File: src/rtl/power_burst_seq.sv
// power_burst_seq
// Burst activity sequencer for an IO bank: runs BURST_LEN cycles of toggling
// activity, optionally separated by GAP_LEN idle cycles, REPEAT times
// (REPEAT=0 repeats until abort), then pulses done.
//
// Build option: define PWR_SEQ_LFSR_EN to drive act_data from a maximal-length
// Fibonacci LFSR (seed 1) instead of the default binary up-counter.
//
// Ports
//   clk        : system clock, rising edge
//   rst        : asynchronous, active-high reset
//   cfg_we     : config write strobe (honoured only while idle)
//   cfg_addr   : 0=BURST_LEN, 1=GAP_LEN, 2=REPEAT, 3=reserved
//   cfg_data   : config write data
//   start      : begin a sequence (level, ignored while busy)
//   abort      : return to IDLE next cycle from any state, no done pulse
//   act_en     : high during RUN
//   act_data   : activity pattern, advances once per RUN cycle
//   busy       : high in every state except IDLE
//   done       : one-cycle pulse on normal completion
//   burst_idx  : completed bursts in the current sequence
//
// state | meaning
// ------+--------------------------------------------------------
// IDLE  | waiting for start; config writes accepted
// RUN   | burst active, act_en=1, act_data advancing
// GAP   | inter-burst pause, act_en=0
// DONE  | single cycle with done=1, then back to IDLE
module power_burst_seq #(
  parameter int CNT_W = 8
) (
  input  logic             clk,
  input  logic             rst,
  input  logic             cfg_we,
  input  logic [1:0]       cfg_addr,
  input  logic [CNT_W-1:0] cfg_data,
  input  logic             start,
  input  logic             abort,
  output logic             act_en,
  output logic [CNT_W-1:0] act_data,
  output logic             busy,
  output logic             done,
  output logic [CNT_W-1:0] burst_idx
);

  typedef enum logic [1:0] {IDLE, RUN, GAP, DONE} state_t;

  localparam logic [CNT_W-1:0] ONE  = CNT_W'(1);
  localparam logic [CNT_W-1:0] ZERO = '0;

  state_t           state;
  logic [CNT_W-1:0] burst_len;
  logic [CNT_W-1:0] gap_len;
  logic [CNT_W-1:0] repeat_cnt;
  logic [CNT_W-1:0] timer;
  logic [CNT_W-1:0] burst_load;
  logic [CNT_W-1:0] data_next;
  logic [CNT_W-1:0] data_seed;
  logic             last_burst;

  // A burst of length 0 is treated as length 1; the timer counts down to 0.
  assign burst_load = (burst_len == ZERO) ? ZERO : burst_len - ONE;
  assign last_burst = (repeat_cnt != ZERO) && ((burst_idx + ONE) == repeat_cnt);

`ifdef PWR_SEQ_LFSR_EN
  // Tap masks (bit n-1 set for tap n) for common widths; 8-bit uses x^8+x^6+x^5+x^4+1.
  localparam logic [31:0] TAPS32 =
    (CNT_W == 4)  ? 32'h0000_000C :
    (CNT_W == 5)  ? 32'h0000_0014 :
    (CNT_W == 6)  ? 32'h0000_0030 :
    (CNT_W == 7)  ? 32'h0000_0060 :
    (CNT_W == 16) ? 32'h0000_D008 :
                    32'h0000_00B8;
  localparam logic [CNT_W-1:0] TAPS = TAPS32[CNT_W-1:0];

  assign data_seed = ONE;
  assign data_next = {act_data[CNT_W-2:0], ^(act_data & TAPS)};
`else
  assign data_seed = ZERO;
  assign data_next = act_data + ONE;
`endif

  // Configuration registers; writes land only while the sequencer is idle.
  always_ff @(posedge clk or posedge rst) begin
    if (rst) begin
      burst_len  <= ONE;
      gap_len    <= ZERO;
      repeat_cnt <= ONE;
    end else if (cfg_we && (state == IDLE)) begin
      case (cfg_addr)
        2'd0:    burst_len  <= cfg_data;
        2'd1:    gap_len    <= cfg_data;
        2'd2:    repeat_cnt <= cfg_data;
        default: ;
      endcase
    end
  end

  always_ff @(posedge clk or posedge rst) begin
    if (rst) begin
      state     <= IDLE;
      timer     <= ZERO;
      burst_idx <= ZERO;
      act_en    <= 1'b0;
      busy      <= 1'b0;
      done      <= 1'b0;
      act_data  <= data_seed;
    end else begin
      done <= 1'b0;
      if (state == RUN) act_data <= data_next;

      if (abort) begin
        state     <= IDLE;
        act_en    <= 1'b0;
        busy      <= 1'b0;
        burst_idx <= ZERO;
      end else begin
        case (state)
          IDLE: begin
            if (start) begin
              state     <= RUN;
              timer     <= burst_load;
              burst_idx <= ZERO;
              act_en    <= 1'b1;
              busy      <= 1'b1;
            end
          end
          RUN: begin
            if (timer == ZERO) begin
              burst_idx <= burst_idx + ONE;
              if (last_burst) begin
                state  <= DONE;
                act_en <= 1'b0;
                done   <= 1'b1;
              end else if (gap_len != ZERO) begin
                state  <= GAP;
                timer  <= gap_len - ONE;
                act_en <= 1'b0;
              end else begin
                // Back-to-back bursts: stay in RUN and reload.
                timer <= burst_load;
              end
            end else begin
              timer <= timer - ONE;
            end
          end
          GAP: begin
            if (timer == ZERO) begin
              state  <= RUN;
              timer  <= burst_load;
              act_en <= 1'b1;
            end else begin
              timer <= timer - ONE;
            end
          end
          DONE: begin
            state     <= IDLE;
            busy      <= 1'b0;
            burst_idx <= ZERO;
          end
          default: begin
            state  <= IDLE;
            act_en <= 1'b0;
            busy   <= 1'b0;
          end
        endcase
      end
    end
  end

endmodule

File: config.mk
export PLATFORM = sky130hd
export DESIGN_NAME = power_burst_seq
export DESIGN_NICKNAME = d
export VERILOG_FILES = /design/src/rtl/power_burst_seq.sv
export SDC_FILE = /design/constraint.sdc
export NUM_CORES = 1
export LEC_CHECK = 0
export CAP_MARGIN = 10
export CORE_UTILIZATION = 30
export DETAILED_ROUTE_END_ITERATION = 12
export GPL_ROUTABILITY_DRIVEN = 1
export HOLD_SLACK_MARGIN = 0.15
export PLACE_DENSITY = 0.48
export SYNTH_ARGS = -nofsm -noshare
export SYNTH_HDL_FRONTEND = slang
export SYNTH_SLANG_ARGS = --single-unit
File: constraint.sdc
create_clock -name clk -period 3.26 [get_ports clk]
set_input_delay 0.652 -clock clk [delete_from_list [all_inputs] [get_ports clk]]
set_output_delay 0.652 -clock clk [all_outputs]
set_load 0.1 [all_outputs]
==> flow_summary.ini, run 1 <==
[status]
outcome = complete, no violations

[final_layout]
final_core_util = 0.364
fin_nets = 404
diodes = 0
syn_to_final_growth_pct = 17.2
drive_gt1_frac = 0.174
regArea_um2 = 1330
multi_input_area_um2 = 1810
design_area_um2 = 3800
fill_cells = 1088

[detailed_routing]
routedWlPerCell_um = 15.6
drc = 0
dr_total_vias = 2617
drtIter0Drc = 126
ant_nets = 0
totalWireLength_mm = 8.04
viasPerCell = 5.07
drt_first_pass_iters = 4

[timing]
report.final.setup_viol = 0
hold_viol = 0
rsz0062_at_grt = false
tightest_slew_ns = 0.711
fin_skew_ns = 0.00702
final.setup.tns_ns = 0
period_needed_ns = 2.83
maxSlewViolCount = 0
fin_crit_sh = 0.870
slew_headroom = 0.526
hold_ws_ns = 0.484
fmax_mhz = 353

[worst_setup_path]
critPathTopFamily = simple AND/OR/NAND/NOR gates
slowest_delay_ns = 0.59
path_cells = inv_1, ha_1, or4b_4, or4_1, a21oi_1, nor2_1, nand2b_1, o31ai_1
cp-end-kind = flop
worstSetupPathType = flop to flop
cp_slowest_cell = or4_1
crit_path_max_fanout = 12
cp.arrival_ns = 3.04
cp_num_buf_inv = 1
critPathLaunchType = flop
cp_data_required_time_ns = 3.47

[die]
die_x_um = 106
rows = 37
initial_utilization = 0.311
coreArea_um2 = 10400
die_h_um = 106
io_pins = 34
dieArea_um2 = 11200

[synthesis]
netlist_instances = 346
ys_types = 56
ys_ff_latch = 53
yosys_warnings = 0
syn_area_um2 = 3240
synth_top_flop_cell = dfrtp_1
synth-seq-area-share = 0.410
synth-edff-count = 0
synth_nets = 371
async_flop_share = 1.00
syn_avg_cell_area_um2 = 9.36

[power_and_ir_drop]
share_comb_of_total_power = 0.530
p_total_mw = 3.70
switching_power_mw = 1.76
cellLeakagePower_nw = 1.54
p_sw_frac = 0.476
seqPwrFrac = 0.343
p_int_mw = 1.94
p_per_area_nw_per_um2 = 976
ir_worst_vdd_v = 0.000504
clockPowerShare = 0.127

[clocking]
cts_buffers = 5
htree_levels = 2
clk_latency_ns = 0.31
ctsResizeCount = 0
cts_sinks = 53
cts_root_buffer = clkbuf_8
cts_setup_buffers = 0
cts_tree = done
ctsHoldBuffers = 0
path_clk_slew_ns = 0.11
clock_path_buffers = 2

[placed_design]
hpwl_mm = 6.25
placed_area_um2 = 3680
port_buffers = 33
gp_congestion = 0.796

[worst_hold_path]
holdCritPathClass = flop to flop

[job]
maxCapViolCount = 0

[grt]
grt_pass1_vias = 2604
overflow = 0
grt_use_total = 0.152
antenna_found_initial = 0
grt_pass1_wl_mm = 13.6
grt_start_max_net_pins = 32
[final timing paths]
check                                        start                  endpoint  slack, ns  cells past startpoint
setup / recovery              timer[0]$_DFFE_PP0P_  burst_idx[5]$_DFFE_PP0P_       0.43                      8
hold / removal             act_data[7]$_DFFE_PP0P_   act_data[7]$_DFFE_PP0P_       0.48                      1
setup reg to reg              timer[0]$_DFFE_PP0P_  burst_idx[5]$_DFFE_PP0P_       0.43                      8
hold reg to reg            act_data[7]$_DFFE_PP0P_   act_data[7]$_DFFE_PP0P_       0.48                      1
max in group asynchronous                      rst  burst_len[0]$_DFFE_PP1P_       1.96                      3
min in group asynchronous                      rst   act_data[7]$_DFFE_PP0P_       0.68                      2
[placed cells by master, fill, tap and decap left out, drive strengths merged, types with 2 or more instances in the layout]
master | netlist | final
dfrtp | 51 | 51
nand2 | 40 | 40
nor2 | 29 | 29
o21ai | 28 | 28
mux2 | 24 | 24
buf | 4 | 23
xnor2 | 18 | 18
a21oi | 17 | 17
nor3 | 15 | 15
clkdlybuf4s50 | 0 | 14
inv | 12 | 13
xor2 | 11 | 11
ha | 10 | 10
nand3 | 9 | 9
nand2b | 6 | 6
clkbuf | 7 | 6
nor2b | 5 | 5
a221o | 5 | 5
nor4 | 4 | 4
a32oi | 3 | 3
mux2i | 3 | 3
o31ai | 3 | 3
and2 | 3 | 3
a22oi | 3 | 3
or4 | 3 | 3
o22ai | 2 | 2
a2bb2oi | 2 | 2
or3 | 2 | 2
a31oi | 2 | 2
nand4 | 2 | 2
a32o | 2 | 2
dfstp | 2 | 2
and3 | 2 | 2
a2111oi | 2 | 2
[per-layer routing]
layer / global-route usage / up-vias / part of all wire
li1: - / 1309 / -
met1: 0.209 / 1261 / 0.49
met2: 0.249 / 41 / 0.47
met3: 0.0233 / 6 / 0.025
met4: 0.0377 / 0 / 0.012
met5: 0 / - / 0
[synthesized netlist by cell type (all sizes together) (2+ instances only)]
master,instances,share of area
and2,3,0.0058
a22oi,3,0.0070
a221o,5,0.015
a2bb2oi,2,0.0054
a21oi,17,0.026
nor3,15,0.023
mux2,24,0.085
nand3,9,0.014
a2111oi,2,0.0073
or3,2,0.0039
xor2,11,0.030
inv,12,0.014
nor2b,5,0.0097
clkbuf,7,0.0081
o31ai,3,0.0070
nand2b,6,0.012
o21ai,28,0.043
buf,4,0.0077
mux2i,3,0.0093
dfstp,2,0.016
nor2,29,0.034
and3,2,0.0054
nor4,4,0.0097
o22ai,2,0.0039
nand4,2,0.0039
or4,3,0.0081
ha,10,0.039
a32o,2,0.0062
xnor2,18,0.049
nand2,40,0.046
dfrtp,51,0.39
a31oi,2,0.0039
a32oi,3,0.0081
[worst register-to-register path, stage by stage (launching register included)]
cell and delay [ns]:
dfrtp_1 0.42, inv_1 0.09, ha_1 0.18, or4b_4 0.51, or4_1 0.59, a21oi_1 0.22
nor2_1 0.18, nand2b_1 0.27, o31ai_1 0.28
[through the flow]
stage	std cells	worst slack, ns
floorplan	346	0.0512
global placement	508	0.547
detailed placement	508	0.459
CTS	516	0.439
global route	516	0.217
finish	516	0.425
[sequential cells by signal, indices dropped and copies added (netlist names)]
name,flops
done,1
act_en,1
busy,1
gap_len,8
state,2
timer,8
act_data,8
repeat_cnt,8
burst_idx,8
burst_len,8
[cell families after synthesis]
family,share of synthesized area
and+or+nand+nor,0.191
AOI/OAI and AO/OA,0.158
DFF,0.410
xor gates and xnor gates,0.0784
muxes,0.0939
buffers and inverters,0.0298
adders and majority gates,0.0386
[power by group through the flow]
stage | sequential (mW) | clock, mW | combinational [mW]
after floorplan | 1.53 | 0 | 1.22
after global placement | 1.28 | 0 | 1.97
after detailed placement | 1.28 | 0 | 1.96
after CTS | 1.26 | 0.491 | 1.97
after global routing | 1.32 | 0.508 | 2.17
final | 1.27 | 0.470 | 1.96
[layout make-up]
cell class / instances / share of cell area
flip-flops and latches: 53 / 0.351
repair buffers: 37 / 0.0857
well taps: 136 / 0.0448
clock inverters: 2 / 0.0102
inverters: 12 / 0.0119
clock buffers: 6 / 0.0191
multi-input cells: 270 / 0.478
Power figures use the tool's default switching activity.
==> run 2: changes to the inputs <==
Settings changed: PLACE_DENSITY 0.48 to 0.49.
Clock period 3.26 ns to 2.35 ns, I/O delays scaled along.
==> run 2 against run 1 <==
The flow now finishes with violations (negative setup slack); global-route usage increased by 0.90 points; largest cell class unchanged; routed wire length is 6.9% higher; hold slack gained 0.0053 ns; die area unchanged; critical path depth up 1; first-iteration DRC count grew 35%; combinational power grew 64%; register-to-register slack got worse by 0.64 ns.
==> flow_summary.ini, run 2 (synthesis results as in run 1) <==
[placed_design]
port_buffers = 33
gp_congestion = 0.838
dp_cells = 544
hpwl_mm = 6.59
placed_area_um2 = 4010

[worst_setup_path]
crit_path_max_fanout = 5
cp.arrival_ns = 2.78
path_cells = inv_2, ha_4, or4b_4, nor4_4, buf_4, nand2_2, or4_4, and2_4, mux2_4
cp_data_required_time_ns = 2.56
cp-end-kind = flop
r2r_setup_slack_ns = -0.21
critPathLaunchType = flop
cp_slowest_cell = or4b_4
worstSetupPathType = flop to flop
slowest_delay_ns = 0.49
cp_num_buf_inv = 2
critPathTopFamily = simple AND/OR/NAND/NOR gates

[final_layout]
design_area_um2 = 4310
final_common_cell = buf_4
final_cell_mix = 58 x buf_4, 44 x dfrtp_1, 38 x nand2_1
drive_gt1_frac = 0.329
fin_nets = 446
syn_to_final_growth_pct = 33.1
diodes = 0
final_core_util = 0.414
layout.cells.non_filler = 558

[timing]
maxSlewViolCount = 0
tightest_slew_ns = 0.605
period_needed_ns = 2.56
fin_skew_ns = 0.0124
report.final.setup_viol = 15
hold_viol = 0
rsz0062_at_grt = true
fin_crit_sh = 1.09
worst_slack_ns = -0.215
fmax_mhz = 390
slew_headroom = 0.593

[status]
violations = negative setup slack
outcome = finished with violations

[worst_hold_path]
holdCritPathClass = flop to flop

[grt]
grt_start_max_net_pins = 33
overflow = 0
grt_use_total = 0.161
grt_pass1_vias = 2742
antenna_found_initial = 0
grt_pass1_wl_mm = 14.1

[detailed_routing]
totalWireLength_mm = 8.59
viasPerCell = 5.04
drt_first_pass_iters = 4
drc = 0
ant_nets = 0
routedWlPerCell_um = 15.4
dr_total_vias = 2812
drtIter0Drc = 170

[clocking]
path_clk_slew_ns = 0.11
htree_levels = 2
clock_path_buffers = 2
cts_buffers = 5
ctsHoldBuffers = 0
cts_root_buffer = clkbuf_8
cts_tree = done
clk_latency_ns = 0.31
cts_sinks = 53

[die]
io_pins = 34
die_x_um = 106
coreArea_um2 = 10400
die_h_um = 106
dieArea_um2 = 11200
initial_utilization = 0.311
rows = 37

[power_and_ir_drop]
p_per_area_nw_per_um2 = 1290
cellLeakagePower_nw = 1.78
ir_worst_vdd_v = 0.000917

[job]
maxCapViolCount = 0
-- run 2: changes by cell type in the layout (fill, tap and decap cells not counted), sizes merged --
cell / before / now
buf: 23 / 65
clkinv: 0 / 1
inv: 13 / 12
-- run 2: area by class of cell --
cell class                 instances  area, µm²
inverter                          12       45.0
clock inverter                     2       38.8
multi-input combinational        270       1980
fill                            1032       6110
clock buffer                       6       72.6
timing repair buffer              79        663
tap                              136        170
sequential                        53       1340
-- run 2: timing repair --
| item | in CTS | in global routing |
|---|---|---|
| gates cloned | 1 | 0 |
| pin swaps | 2 | 7 |
| gates resized for setup | 24 | 16 |
| setup buffers | 2 | 3 |
| endpoints found under the setup margin | 19 | 19 |
-- run 2: per-layer routing --
layer  vias to the layer above  share of wire  GRT usage
li1                       1395              -          -
met1                      1374           0.50      0.218
met2                        37           0.47      0.268
met3                         6          0.023     0.0251
met4                         0         0.0095     0.0387
met5                         -              0          0
-- run 2: worst paths after layout --
check                      depth (start not counted)                       end               startpoint
max reg2reg                                        9      timer[3]$_DFFE_PP0P_     timer[0]$_DFFE_PP0P_
min reg2reg                                        1   act_data[7]$_DFFE_PP0P_  act_data[7]$_DFFE_PP0P_
min in group asynchronous                          2  burst_idx[1]$_DFFE_PP0P_                      rst
min                                                1   act_data[7]$_DFFE_PP0P_  act_data[7]$_DFFE_PP0P_
max                                                9      timer[3]$_DFFE_PP0P_     timer[0]$_DFFE_PP0P_
max in group asynchronous                          3  burst_len[0]$_DFFE_PP1P_                      rst
-- run 2: worst register-to-register path: stages, from the launching register on --
cell     delay (ns)
dfrtp_1        0.40
inv_2          0.09
ha_4           0.13
or4b_4         0.49
nor4_4         0.17
buf_4          0.18
nand2_2        0.05
or4_4          0.49
and2_4         0.18
mux2_4         0.29
-- run 2: metrics by stage --
step,hold WS (ns),setup TNS (ns),setup slack (ns),power (mW)
after floorplan,0.500,-2.25,-0.448,3.85
after global placement,0.470,-2.17,-0.173,4.71
after detailed placement,0.467,-3.31,-0.282,4.73
after CTS,0.489,-1.56,-0.178,5.51
after global routing,0.496,-3.25,-0.281,5.99
final,0.489,-1.94,-0.215,5.57
-- run 2: report_power, final --
| group | switching [mW] | internal (mW) |
|---|---|---|
| combinational | 1.83 | 1.39 |
| sequential | 0.421 | 1.29 |
| clock | 0.325 | 0.321 |
==> run 3: changes to the inputs <==
Settings changed: CTS_CLUSTER_DIAMETER set to 30.
==> results of run 3 <==
Same layout as run 2: the final DEF is identical, and so are final timing and power.
